### src/rtl/countdown_fsm_pkg.sv
// Shared timer definitions: state encodings, default width and the
// prescaler width helper used by the countdown timer.
package countdown_fsm_pkg;

  localparam int DEFAULT_WIDTH = 8;

  localparam logic [1:0] ST_IDLE  = 2'd0;
  localparam logic [1:0] ST_RUN   = 2'd1;
  localparam logic [1:0] ST_PAUSE = 2'd2;
  localparam logic [1:0] ST_DONE  = 2'd3;

  // Counter width able to hold 0..p-1, never narrower than one bit.
  function automatic int prescale_width(input int p);
    return (p > 1) ? $clog2(p) : 1;
  endfunction

endpackage

### src/rtl/countdown_fsm_prescaler.sv
// Free-running divide-by-PRESCALE tick generator for the countdown timer.
// Holds its count while disabled so a paused timer resumes mid-period.
module countdown_fsm_prescaler
  import countdown_fsm_pkg::*;
#(
  parameter int PRESCALE = 4
) (
  input  logic clk,
  input  logic rst_n,
  input  logic en,
  input  logic clr,
  output logic tick
);

  localparam int            PW   = prescale_width(PRESCALE);
  localparam logic [PW-1:0] LAST = PW'(PRESCALE - 1);

  logic [PW-1:0] cnt;

  assign tick = en && (cnt == LAST);

  // NOTE: sequential state is updated with non-blocking assignments so every
  // flop samples the pre-edge values, independent of block ordering.
  always_ff @(posedge clk or negedge rst_n) begin
    if (!rst_n) begin
      cnt <= '0;
    end else if (clr) begin
      cnt <= '0;
    end else if (en) begin
      cnt <= tick ? '0 : cnt + PW'(1);
    end
  end

endmodule

### src/rtl/countdown_fsm.sv
// Programmable down-counting timer with pause/resume and periodic reload;
// raises a one-cycle expired pulse when the count runs out.
module countdown_fsm
  import countdown_fsm_pkg::*;
#(
  parameter int WIDTH    = DEFAULT_WIDTH,
  parameter int PRESCALE = 4
) (
  input  logic             clk,
  input  logic             rst_n,
  input  logic             ld,
  input  logic [WIDTH-1:0] in,
  input  logic             start,
  input  logic             stop,
  input  logic             reload_en,
  output logic [WIDTH-1:0] out,
  output logic             busy,
  output logic             expired
);

  localparam logic [WIDTH-1:0] ONE = WIDTH'(1);

  logic [1:0]       state, state_next;
  logic [WIDTH-1:0] out_next;
  logic [WIDTH-1:0] reload_reg, reload_next;
  logic [WIDTH-1:0] eff;
  logic             expired_next;
  logic             tick;
  logic             pre_en;
  logic             pre_clr;

  assign busy   = (state == ST_RUN);
  assign pre_en = busy && !stop;
  assign eff    = ld ? in : out;

  countdown_fsm_prescaler #(
    .PRESCALE (PRESCALE)
  ) u_prescaler (
    .clk   (clk),
    .rst_n (rst_n),
    .en    (pre_en),
    .clr   (pre_clr),
    .tick  (tick)
  );

  // NOTE: every always_comb output gets a default first, so no path through
  // the case statement can leave a value unassigned and infer a latch.
  always_comb begin
    state_next   = state;
    out_next     = out;
    reload_next  = reload_reg;
    expired_next = 1'b0;
    pre_clr      = 1'b0;

    case (state)
      ST_RUN: begin
        if (stop) begin
          state_next = ST_PAUSE;
        end else if (tick) begin
          if (out > ONE) begin
            out_next = out - ONE;
          end else begin
            expired_next = 1'b1;
            if (reload_en) begin
              out_next = reload_reg;
            end else begin
              out_next   = '0;
              state_next = ST_DONE;
            end
          end
        end
      end

      default: begin
        if (ld) begin
          out_next    = in;
          reload_next = in;
        end
        // A zero effective count would expire without ever ticking, so it
        // never enters RUN; a paused timer also stays put while stop is held.
        if (start && (eff != '0) && !((state == ST_PAUSE) && stop)) begin
          state_next = ST_RUN;
          pre_clr    = (state != ST_PAUSE);
        end
      end
    endcase
  end

  always_ff @(posedge clk or negedge rst_n) begin
    if (!rst_n) begin
      state      <= ST_IDLE;
      out        <= '0;
      reload_reg <= '0;
      expired    <= 1'b0;
    end else begin
      state      <= state_next;
      out        <= out_next;
      reload_reg <= reload_next;
      expired    <= expired_next;
    end
  end

endmodule

### config.mk
export PLATFORM = sky130hd
export DESIGN_NAME = countdown_fsm
export DESIGN_NICKNAME = d
export VERILOG_FILES = /design/src/rtl/countdown_fsm_pkg.sv /design/src/rtl/countdown_fsm_prescaler.sv /design/src/rtl/countdown_fsm.sv
export SDC_FILE = /design/constraint.sdc
export NUM_CORES = 1
export LEC_CHECK = 0
export BUFFER_PORTS_ARGS = -buffer_cell sky130_fd_sc_hd__buf_2
export CAP_MARGIN = 25
export CORE_MARGIN = 3
export CORE_UTILIZATION = 51
export CTS_CLUSTER_DIAMETER = 200
export DETAILED_ROUTE_END_ITERATION = 10
export PLACE_DENSITY = 0.74
export SETUP_SLACK_MARGIN = 0.15
export SLEW_MARGIN = 20
export SYNTH_ARGS = -nofsm -noshare
export SYNTH_HDL_FRONTEND = slang
export SYNTH_HIERARCHICAL = 1
export SYNTH_SLANG_ARGS = --single-unit
### constraint.sdc
create_clock -name clk -period 2.5 [get_ports clk]
set_input_delay 0 -clock clk [delete_from_list [all_inputs] [get_ports clk]]
set_output_delay 0 -clock clk [all_outputs]
set_load 0.1 [all_outputs]
# [After elaboration in Yosys (flattened, before gate mapping)]
# Index checks and enable logic that the tools add are counted.
[totals] wordCells=52 inputBits=14 register_bits=21 out_inout_bits=10
[op_classes] n_addsub=2 magnitude_cmp=1 muxes=21 eq_ne=9 n_bitwise=1 reduce_logical=13
[ops] operator="two-way mux 8 bit" n=6
[ops] operator="two-way mux 2 bit" n=9
[ops] operator="> comparator 8 x 1 -> 1 bit, second input constant" n=1
[ops] operator="nonzero test 8 bit" n=1
[ops] operator="subtractor 8 x 1 -> 8 bit, second input constant" n=1
[ops] operator="two-way mux 1 bit" n=6
[ops] operator="inequality test 3 bit, second input constant" n=2
[ops] operator="logical AND 1 bit" n=5
[ops] operator="== test 2 bit, second input constant" n=2
[ops] operator="inequality test 2 bit, second input constant" n=2
[ops] operator="AND reduction 2 bit" n=2
[ops] operator="AND reduction 4 bit" n=1
[ops] operator="nonzero test 2 bit" n=2
[ops] operator="inequality test 3 x 2 -> 1 bit, second input constant" n=1
[ops] operator="adder 2 x 1 -> 2 bit, second input constant" n=1
[ops] operator="== test 2 x 1 -> 1 bit, second input constant" n=1
[ops] operator="logical NOT 1 bit" n=2
[ops] operator="inequality test 2 x 1 -> 1 bit, second input constant" n=1
[ops] operator="NOT 1 bit" n=1

# [Longest topological paths before layout]
[logic_depth] depth_word=7 mapped_depth=7 depth_no_buf=6

# [By module]
# The synthesis kept the hierarchy.
[modules_own_cells] mod="countdown_fsm" n_inst=1 area_per_inst_um2=1173.6 seq_area_each_um2=475.5 cells_each=131
[modules_own_cells] mod="countdown_fsm_prescaler" n_inst=1 area_per_inst_um2=106.4 seq_area_each_um2=50.0 cells_each=9

# [Least setup slack after synthesis]
# OpenSTA, ideal clock, no wires.
[synth_timing] path_kind="register -> register" from="register out[0]" to="register out[0]" setup_time_ps=123 arrival_ps=2422 slack_ps=-45 stages_incl_launch_ff=8 synth_period_minus_slack_ps=2545 path_buffers=1 t_required_ps=2377 cell_sequence="dfrtp_1 > inv_1 > ha_1 > or2_2 > and3_1 > buf_6 > mux2i_1 > o221a_1"
[synth_between] elab_chain_len=5 word_cells_on_any_way=7 classes_between="1 x add/sub; 1 x order compare; 5 x mux"
[synth_rtl] item="start, declared" line_no="countdown_fsm.sv:16" rtl="output logic [WIDTH-1:0] out,"
[synth_rtl] item="start signal, assigned" line_no="countdown_fsm.sv:97" rtl="out <= out_next;"
[synth_rtl] item="subtractor 8 x 1 -> 8 bit / > comparator 8 x 1 -> 1 bit (equally long branches)" line_no="countdown_fsm.sv:61, countdown_fsm.sv:60"
[synth_rtl] item="two-way mux 8 bit" line_no="countdown_fsm.sv:60" rtl="if (out > ONE) begin"
[synth_rtl] item="two-way mux 8 bit" line_no="countdown_fsm.sv:59" rtl="end else if (tick) begin"
[synth_rtl] item="two-way mux 8 bit" line_no="countdown_fsm.sv:57" rtl="if (stop) begin"
[synth_rtl] item="two-way mux 8 bit (*)" line_no="countdown_fsm.sv:55" rtl="case (state)"
# Every way passes the cells marked *; elsewhere a longest branch is shown, timed or not. The select of a mux whose other input is x is not followed.
# A chain may end at the register's enable or synchronous reset.

# [Worst setup path in the final report]
# Ends and elaborated chain as after synthesis.

==> metrics.cfg <==
[grt]
grt_max_degree=22
grt_usage=0.2002
antenna_found_initial=0
gr-total-overflow=0
grt_pass1_wl_mm=5.064
grt_pass1_vias=1098

[timing]
worstMarginPinSlew_ps=542.1
slew_headroom=0.6377
hold_violations=0
fin_crit_ps=1951
fin_crit_sh=0.7805
clock.fmax_mhz=512.5
drv_slew=0
tns_ps=0
rsz0062_at_grt=no
fin_skew_ps=7.295
setup_viol_count_final=0

[setup_path]
path_delay_family=simple AND/OR/NAND/NOR gates
r2r-end=out[0]
crit_type=reg2reg
critPathMaxStageDelay_ps=450
cp-start-kind=flop
end_kind=flop
r2r_slack_ps=550
slowest_stage=dfrtp_2
crit_path_max_fanout=9
cp_cell_sequence=inv_1 -> ha_1 -> or2_2 -> and3_1 -> mux2i_1 -> o221a_1
r2r-start=out[0]
crit_cells=6
crit_required_ps=2700
r2r.worst_path.cells=6
crit_arrival_ps=2150
worstPathBufferInverterCount=1

[power]
vdd_drop_max_v=0.001013
cellLeakagePower_nw=0.7058
p_per_area_nw_per_um2=1406

[clocking]
cts_tree=yes
worst_skew_pair.late_latency_ps=300
cts_resized=0
cts_buffers=3
htreeDepth=1
clkSlewWorstSetupHoldPaths_ps=120
cts-root-buf=clkbuf_4
postCtsHoldBufs=10
cts_sinks=21
postCtsSetupRepairBufs=0
clk_path_buf_depth=2

[die]
die_w_um=56.10
core_area_um2=2297
start_util=0.5572
ioPinCount=24
die_height_um=56.10
fp.dieArea_um2=3147
rows=17

[logic_synthesis]
yosys_warnings=6
syn_inst=140
synth_edf_count=0
synth.distinct_cells=41
yosys_register_bits=21
synth_commonest_cells=nand2_1 (32), dfrtp_1 (21), a31oi_1 (8)
ys_seq_area_frac=0.4106
synth_async_sr_flop_share=1.000
avgSynthCellArea_um2=9.143
synthFlopType=dfrtp_1
synth.top_cell.area_share=0.4106
synth_area_leaders=dfrtp_1 (41%), nand2_1 (9.4%), a31oi_1 (3.9%)
yosysMostFrequentCell=nand2_1
syn_area_um2=1280
yosysTopAreaCell=dfrtp_1
synth_fp_nets=157

[layout]
multiInputGateArea_um2=681.9
fin_cells=200
nNetsFinal=190
num_antenna_cells=0
fin_util=0.6585
synthToLayoutAreaGrowth_pct=18.18
drive_above_1_share=0.2093
area.sequential_um2=528.0
fillers=192

[detailed_routing]
drc=0
wire_per_inst_um=15.57
drt-total-wl_mm=3.114
via_count=1195
drtPass1Iterations=4
antenna_left=0
drtIter0Drc=45
viasPerCell=5.975

[min_path]
hp-start=reload_en
whs_endpoint=out[7]
whs_path_depth=3
hp-class=in2reg

[status]
status=completed

[place]
numPortBuffers=23
place_inst=186
hpwlAfterDp_mm=2.270
gp_congestion=0.9260

[job]
cap_violations=0

[logic make-up (layout without fill, tap and decap cells)]
kind of cell,Yosys count,in the layout,share of synthesized area
AND/OR/NAND/NOR,68,68,0.2766
AO/OA/AOI/OAI,31,31,0.1828
flip-flops,21,21,0.4106
buffers and inverters,11,43,0.05669
adder cells (fa/ha/maj),3,3,0.02933
XOR/XNOR,3,3,0.02053
multiplexers,3,3,0.02346
[how the worst max path moves through the flow]
stage | end | slack [ps] | from
final | out[0] | 550 | out[0]
after global routing | out[0] | 440 | out[0]
after CTS | out[0] | 540 | out[0]
after detailed placement | out[0] | 560 | out[0]
after global placement | out[0] | 620 | out[0]
after floorplan | out[0] | 300 | out[0]
[power breakdown]
part | internal [mW] | leakage (nW) | total [mW] | switching, mW
combinational | 0.338 | 0.438 | 1.25 | 0.915
clock | 0.0620 | 0.0150 | 0.160 | 0.0978
sequential | 0.495 | 0.253 | 0.713 | 0.219
total | 0.895 | 0.706 | 2.13 | 1.23
[metal layers]
| layer | wire, µm | global-route usage |
|---|---|---|
| met1 | 1375 | 0.2775 |
| met2 | 1517 | 0.3155 |
| met3 | 188 | 0.03712 |
| met4 | 33 | 0.06102 |
| met5 | 0 | 0 |
[metrics by stage]
stage / area [µm²] / total power, mW / hold slack (ps) / worst slack [ps]
final: 1513 / 2.126 / 123.4 / 548.7
after detailed placement: 1386 / 1.952 / -20.81 / 558.3
after global placement: 1386 / 1.903 / -23.80 / 620.8
after CTS: 1513 / 2.126 / 88.74 / 539.6
after floorplan: 1282 / 1.717 / -295.6 / 300.6
after global routing: 1513 / 2.258 / 137.4 / 440.8
[cell type report]
| cell class | count | share of cell area |
|---|---|---|
| Multi-Input combinational cell | 108 | 0.4508 |
| Sequential cell | 21 | 0.3490 |
| Timing Repair Buffer | 34 | 0.1472 |
| Tap cell | 28 | 0.02316 |
| Clock buffer | 4 | 0.01737 |
| Inverter | 5 | 0.01241 |
[layout by cell type, fill, tap and decap left out, types with 4 or more instances in the layout]
master,n
nor3_1,4
a31oi_1,8
dfrtp_1,19
nand2_1,32
nor4_1,4
a21oi_1,5
dlygate4sd3_1,10
nand3_1,4
nor2_1,6
inv_1,5
o21ai_0,4
buf_2,23
[worst reg2reg max path, delay by kind of cell (launching register included)]
kind / cells / cell delay [ps]
AND/OR/NAND/NOR: 2 / 680
flip-flops: 1 / 450
adder cells (fa/ha/maj): 1 / 250
AO/OA/AOI/OAI: 1 / 230
multiplexers: 1 / 170
buffers and inverters: 1 / 70
Note: power is estimated with default switching activity, not from simulation.
